===== src/rtl/i2c_pkg.sv =====
// Shared types and constants for the I2C master arbiter slice.
package i2c_pkg;

  localparam int unsigned I2C_BIT_W = 3;
  localparam logic [I2C_BIT_W-1:0] I2C_LAST_BIT = 3'd7;

  typedef enum logic [1:0] {
    IDLE     = 2'd0,
    WAIT_ACK = 2'd1,
    XFER     = 2'd2,
    RELEASE  = 2'd3
  } arb_state_t;

endpackage


===== src/rtl/i2c_master_arbiter_if.sv =====
// Requester and I2C byte-FSM signals seen by the arbiter; master = arbiter side.
interface i2c_master_arbiter_if #(
  parameter int unsigned N_REQ = 4
);
  import i2c_pkg::*;

  logic [N_REQ-1:0]     req;
  logic [N_REQ-1:0]     req_rw;
  logic [N_REQ-1:0]     gnt;
  logic [N_REQ-1:0]     done;
  logic                 err;
  logic                 busy;
  logic                 fsm_ena;
  logic                 fsm_rw;
  logic                 fsm_ack;
  logic [I2C_BIT_W-1:0] fsm_bit_cnt;

  modport master (
    input  req, req_rw, fsm_ack, fsm_bit_cnt,
    output gnt, done, err, busy, fsm_ena, fsm_rw
  );

  modport slave (
    output req, req_rw, fsm_ack, fsm_bit_cnt,
    input  gnt, done, err, busy, fsm_ena, fsm_rw
  );

endinterface


===== src/rtl/i2c_rr_pick.sv =====
// Combinational round-robin search: first set req bit at or above ptr, with wrap.
module i2c_rr_pick #(
  parameter int unsigned N_REQ = 4,
  localparam int unsigned PW   = (N_REQ > 1) ? $clog2(N_REQ) : 1
) (
  input  logic [N_REQ-1:0] req,
  input  logic [PW-1:0]    ptr,
  output logic [N_REQ-1:0] win,
  output logic             valid
);

  logic [PW-1:0] idx;

  always_comb begin
    win   = '0;
    valid = 1'b0;
    idx   = '0;
    for (int unsigned i = 0; i < N_REQ; i++) begin
      idx = PW'((32'(ptr) + i) % N_REQ);
      if (!valid && req[idx]) begin
        win[idx] = 1'b1;
        valid    = 1'b1;
      end
    end
  end

endmodule


===== src/rtl/i2c_master_arbiter.sv =====
// Round-robin arbiter sharing one I2C byte FSM among N_REQ requesters.
module i2c_master_arbiter
  import i2c_pkg::*;
#(
  parameter int unsigned N_REQ   = 4,
  parameter int unsigned TIMEOUT = 16
) (
  input  logic                  clk,
  input  logic                  rst_n,
  i2c_master_arbiter_if.master  bus
);

  localparam int unsigned PW = (N_REQ > 1) ? $clog2(N_REQ) : 1;
  localparam int unsigned TW = $clog2(TIMEOUT);

  arb_state_t       state_q, state_d;
  logic [N_REQ-1:0] gnt_q, gnt_d;
  logic [N_REQ-1:0] done_q, done_d;
  logic             err_q, err_d;
  logic             busy_q, busy_d;
  logic             ena_q, ena_d;
  logic             rw_q, rw_d;
  logic [PW-1:0]    ptr_q, ptr_d;
  logic [PW-1:0]    win_q, win_d;
  logic [TW-1:0]    timer_q, timer_d;

  logic [N_REQ-1:0] pick_win;
  logic             pick_valid;
  logic [PW-1:0]    pick_idx;

  i2c_rr_pick #(.N_REQ(N_REQ)) u_pick (
    .req   (bus.req),
    .ptr   (ptr_q),
    .win   (pick_win),
    .valid (pick_valid)
  );

  // Binary index of the one-hot winner, kept for the pointer update.
  always_comb begin
    pick_idx = '0;
    for (int unsigned i = 0; i < N_REQ; i++) begin
      if (pick_win[i]) pick_idx = PW'(i);
    end
  end

  always_comb begin
    state_d = state_q;
    gnt_d   = gnt_q;
    done_d  = '0;
    err_d   = 1'b0;
    rw_d    = rw_q;
    ptr_d   = ptr_q;
    win_d   = win_q;
    timer_d = timer_q;

    unique case (state_q)
      IDLE: begin
        if (pick_valid) begin
          state_d = WAIT_ACK;
          gnt_d   = pick_win;
          win_d   = pick_idx;
          rw_d    = |(bus.req_rw & pick_win);
          timer_d = '0;
        end
      end
      WAIT_ACK: begin
        timer_d = timer_q + TW'(1);
        // Ack has priority over an expiring timer in the same cycle.
        if (bus.fsm_ack) begin
          state_d = XFER;
        end else if (timer_q == TW'(TIMEOUT - 1)) begin
          state_d = RELEASE;
          done_d  = gnt_q;
          err_d   = 1'b1;
        end
      end
      XFER: begin
        if (bus.fsm_bit_cnt == I2C_LAST_BIT) begin
          state_d = RELEASE;
          done_d  = gnt_q;
        end
      end
      RELEASE: begin
        state_d = IDLE;
        gnt_d   = '0;
        rw_d    = 1'b0;
        ptr_d   = (win_q == PW'(N_REQ - 1)) ? '0 : win_q + PW'(1);
      end
    endcase

    ena_d  = (state_d == WAIT_ACK) || (state_d == XFER);
    busy_d = (state_d != IDLE);
  end

  always_ff @(posedge clk or negedge rst_n) begin
    if (!rst_n) begin
      state_q <= IDLE;
      gnt_q   <= '0;
      done_q  <= '0;
      err_q   <= 1'b0;
      busy_q  <= 1'b0;
      ena_q   <= 1'b0;
      rw_q    <= 1'b0;
      ptr_q   <= '0;
      win_q   <= '0;
      timer_q <= '0;
    end else begin
      state_q <= state_d;
      gnt_q   <= gnt_d;
      done_q  <= done_d;
      err_q   <= err_d;
      busy_q  <= busy_d;
      ena_q   <= ena_d;
      rw_q    <= rw_d;
      ptr_q   <= ptr_d;
      win_q   <= win_d;
      timer_q <= timer_d;
    end
  end

  assign bus.gnt     = gnt_q;
  assign bus.done    = done_q;
  assign bus.err     = err_q;
  assign bus.busy    = busy_q;
  assign bus.fsm_ena = ena_q;
  assign bus.fsm_rw  = rw_q;

endmodule


===== src/flat_wrapper.sv =====
// flat-port wrapper written by rule: the top's interface ports become plain ports
module i2c_master_arbiter_flat import i2c_pkg::*;
#(
  parameter int unsigned N_REQ   = 4,
  parameter int unsigned TIMEOUT = 16
)
  (clk, rst_n, bus_req, bus_req_rw, bus_fsm_ack, bus_fsm_bit_cnt, bus_gnt, bus_done, bus_err, bus_busy, bus_fsm_ena, bus_fsm_rw);
  i2c_master_arbiter_if #(.N_REQ(N_REQ)) bus_i ();
  input  logic clk;
  input  logic rst_n;
  input wire logic [$bits(bus_i.req)-1:0] bus_req;
  input wire logic [$bits(bus_i.req_rw)-1:0] bus_req_rw;
  input wire logic [$bits(bus_i.fsm_ack)-1:0] bus_fsm_ack;
  input wire logic [$bits(bus_i.fsm_bit_cnt)-1:0] bus_fsm_bit_cnt;
  output wire logic [$bits(bus_i.gnt)-1:0] bus_gnt;
  output wire logic [$bits(bus_i.done)-1:0] bus_done;
  output wire logic [$bits(bus_i.err)-1:0] bus_err;
  output wire logic [$bits(bus_i.busy)-1:0] bus_busy;
  output wire logic [$bits(bus_i.fsm_ena)-1:0] bus_fsm_ena;
  output wire logic [$bits(bus_i.fsm_rw)-1:0] bus_fsm_rw;
  assign bus_i.req = bus_req;
  assign bus_i.req_rw = bus_req_rw;
  assign bus_i.fsm_ack = bus_fsm_ack;
  assign bus_i.fsm_bit_cnt = bus_fsm_bit_cnt;
  assign bus_gnt = bus_i.gnt;
  assign bus_done = bus_i.done;
  assign bus_err = bus_i.err;
  assign bus_busy = bus_i.busy;
  assign bus_fsm_ena = bus_i.fsm_ena;
  assign bus_fsm_rw = bus_i.fsm_rw;
  i2c_master_arbiter #(.N_REQ(N_REQ), .TIMEOUT(TIMEOUT)) u_core (.clk(clk), .rst_n(rst_n), .bus(bus_i));
endmodule

===== config.mk =====
export PLATFORM = sky130hd
export DESIGN_NAME = i2c_master_arbiter_flat
export DESIGN_NICKNAME = d
export VERILOG_FILES = /design/src/rtl/i2c_pkg.sv /design/src/rtl/i2c_master_arbiter_if.sv /design/src/rtl/i2c_rr_pick.sv /design/src/rtl/i2c_master_arbiter.sv /design/src/flat_wrapper.sv
export SDC_FILE = /design/constraint.sdc
export NUM_CORES = 1
export LEC_CHECK = 0
export CAP_MARGIN = 5
export CORE_MARGIN = 5
export CORE_UTILIZATION = 47
export CTS_CLUSTER_DIAMETER = 30
export DETAILED_ROUTE_END_ITERATION = 16
export PLACE_DENSITY = 0.72
export SYNTH_ARGS = -nofsm -noshare
export SYNTH_HDL_FRONTEND = slang
export SYNTH_SLANG_ARGS = --single-unit

===== constraint.sdc =====
create_clock -name clk -period 4.7 [get_ports clk]
set_clock_uncertainty 0.15 [all_clocks]
set_input_delay 0.94 -clock clk [delete_from_list [all_inputs] [get_ports clk]]
set_output_delay 0.94 -clock clk [all_outputs]
set_load 0.05 [all_outputs]

==> results.md <==
- # DRC: 0
- Warning count from the yosys run: 0
- Final critical-path share of the clock period: 0.631
- CP Launch Type: primary input
- Hold_buf cts: 0
- Final Max Tran Viols: 0
- Max FO, Critical Path: 10
- Ranking of synthesized cells by area: dfrtp_1, ha_1, nand2_1
- DR iter-0 viols: 52
- Core Area: 3280 um^2
- Synth cell types: 46
- Area Growth Syn to Fin: 19.6%
- Ys flop type: dfrtp_1
- Total power: 1.23 mW
- Slew @ Worst Pin: 0.939 ns
- Rows: 21
- Final hold violation count: 0
- CTS tree: yes
- Initial Util: 0.477
- Post-synth top cells: dfrtp_1, nand2_1, nor2_1, ha_1, inv_1
- Net Count, Synth: 189
- Via count: 1,332
- Post-synth top area cell: dfrtp_1
- Remaining Overflow, GRT: 0
- H-Tree Level Count: 1
- Die Wd: 67.7 um
- Clk root buf: clkbuf_4
- Critical Path, Cell by Cell: clkdlybuf4s50_1 > mux4_2 > a221o_1 > a21oi_2 > nor2_1 > a221oi_2 > a221oi_2
- Post-detail-place hpwl: 2620 um
- CTS buffer count: 3
- Worst min path class: reg2reg
- CP Capture Type: flop
- Final-report setup violation count: 0
- CTS max path bufs: 2
- Final nets: 216
- Total Routing Usage GR: 0.163
- Pwr Density: 656 nW/um^2
- Max stage delay on crit path: 0.58 ns
- Sequential fraction of the synthesis area: 0.352
- Post-Route Setup TNS: 0 ns
- Port Buffers: 25
- Die height: 67.7 um
- Synth Register Bits: 22
- Drt pass-1 iters: 4
- Arrival @ worst endpoint: 3.01 ns
- Mapped Area: 1570 um^2
- Clock Latency Late Sink: 0.30 ns
- Initial antenna violation count: 0
- Status: finished, final reports clean
- Die area: 4580 um^2
- Leak pwr: 0.821 nW
- Routability cong.: 0.852
- Setup Buffers After CTS: 0
- Largest net degree at the start of global routing: 23
- Clock transition at path regs: 0.12 ns
- Syn Area/Cell: 9.66 um^2
- Sequential Area: 551 um^2
- DRT antenna net count: 0
- CP delay by family, top: compound AO/OA/AOI/OAI gates
- Setup CP Type: in2reg
- Max capacitance violation total: 0
- Cts repair resizes: 0
- Global-route wire length before repair: 5930 um
- CP Buf/Inv Count: 1
- Top-count cell post-synth: dfrtp_1
- Achievable frequency: 337 MHz
- Tmin final: 2.97 ns
- Num ports: 26
- Critical path's most frequent cell: a221oi_2
- Worst vdd ir: 0.000257 V
- Cells after synthesis: 162
- Fraction of registers with async set/reset: 1.00
- Multi-input combinational cell area: 950 um^2
- Worst slew margin: 0.372
- Fill count: 285
- WL final: 3360 um
- EDFF count, synth: 0
- DR WL/cell: 14.4 um
- CP max-delay cell: clkdlybuf4s50_1
- CP required: 4.74 ns
- Reg2reg setup slack: 1.85 ns
- # diodes: 0
- Dpl cell area: 1850 um^2
- Post-route cell area: 1870 um^2
- Pre-CTS WS: 1.44 ns
- # clock sinks: 22
- Final setup margin: 1.73 ns
- RSZ-0062 raised after global routing: no
- Share of the synthesized area in the top cell type: 0.352
- Vias per cell: 5.72
- Layout cells sized above 1: 0.112
- Vias in the first global route: 1,331
==> flip-flops by register name, summed over array words and instances (netlist names) <==
name / cells
u_core.bus.busy: 1
u_core.bus.done: 4
u_core.bus.err: 1
u_core.bus.fsm_ena: 1
u_core.bus.fsm_rw: 1
u_core.bus.gnt: 4
u_core.ptr_q: 2
u_core.state_q: 2
u_core.timer_q: 4
u_core.win_q: 2
==> through the flow <==
| stage | cells | hold slack, ns | util |
|---|---|---|---|
| 3_3_place_gp | 230 | 0.345 | 0.563 |
| 3_5_place_dp | 230 | 0.356 | 0.563 |
| 4_1_cts | 233 | 0.381 | 0.570 |
| 6_report | 233 | 0.376 | 0.570 |
| 2_1_floorplan | 162 | 0.335 | - |
| 5_1_grt | 233 | 0.417 | 0.570 |
==> cells in the final DEF, fill, tap and decap left out, drive strengths merged, types with 3 or more instances in the layout <==
master | Yosys | routed
a21oi | 7 | 7
nand2b | 4 | 4
clkdlybuf4s50 | 0 | 25
o211ai | 3 | 3
mux2i | 7 | 7
a31oi | 4 | 4
nand2 | 19 | 19
inv | 11 | 11
nor2 | 18 | 18
o21ai | 7 | 7
mux2 | 3 | 3
dfrtp | 22 | 22
ha | 13 | 13
a221oi | 3 | 3
or3 | 3 | 3
clkbuf | 0 | 3
and3 | 7 | 7
==> per-layer routing <==
| metal | track usage | vias to the layer above | wire, um |
|---|---|---|---|
| met3 | 0.0166 | 2 | 195 |
| met4 | 0.0506 | 0 | 19 |
| met5 | 0 | - | 0 |
| met1 | 0.215 | 636 | 1550 |
| met2 | 0.278 | 51 | 1600 |
| li1 | - | 643 | - |
==> cell type report <==
cell class                 instances  share of cell area
timing repair buffer              25               0.134
sequential                        22               0.294
clock buffer                       3              0.0120
inverter                          11              0.0221
tap                               46              0.0307
multi-input combinational        126               0.507
==> worst min-delay path: cells and delay by family (launching register included) <==
kind	cells	cell delay, ns
DFF	1	0.37
AOI/OAI and AO/OA	1	0.07
and+or+nand+nor	1	0.05
==> path summary, 6_finish.rpt <==
| kind | cells past startpoint | startpoint | end |
|---|---|---|---|
| worst min-delay path | 2 | u_core.bus.gnt[2]$_DFFE_PN0P_ | u_core.bus.gnt[2]$_DFFE_PN0P_ |
| max in group asynchronous | 1 | rst_n | u_core.win_q[0]$_DFFE_PN0P_ |
| worst min register to register | 2 | u_core.bus.gnt[2]$_DFFE_PN0P_ | u_core.bus.gnt[2]$_DFFE_PN0P_ |
| worst max-delay path | 7 | bus_req[2] | u_core.bus.fsm_rw$_DFFE_PN0P_ |
| worst max register to register | 8 | u_core.ptr_q[0]$_DFFE_PN0P_ | u_core.bus.fsm_rw$_DFFE_PN0P_ |
| min in group asynchronous | 1 | rst_n | u_core.bus.done[1]$_DFF_PN0_ |
==> kinds of logic (layout without fill, tap and decap cells) <==
logic type,after synthesis,in the layout,synth area share
adder cells (fa/ha/maj),13,13,0.104
AO/OA/AOI/OAI,39,39,0.202
buffers and inverters,14,39,0.0416
multiplexers,12,12,0.103
AND/OR/NAND/NOR,62,62,0.197
flip-flops,22,22,0.352
==> power by group <==
part	leakage (nW)	total (mW)	internal [mW]	switching, mW
clock network	0.0138	0.0828	0.0299	0.0529
logic	0.526	0.810	0.321	0.488
registers	0.281	0.336	0.257	0.0789
total	0.821	1.23	0.608	0.620
(Power assumes the default switching activity.)
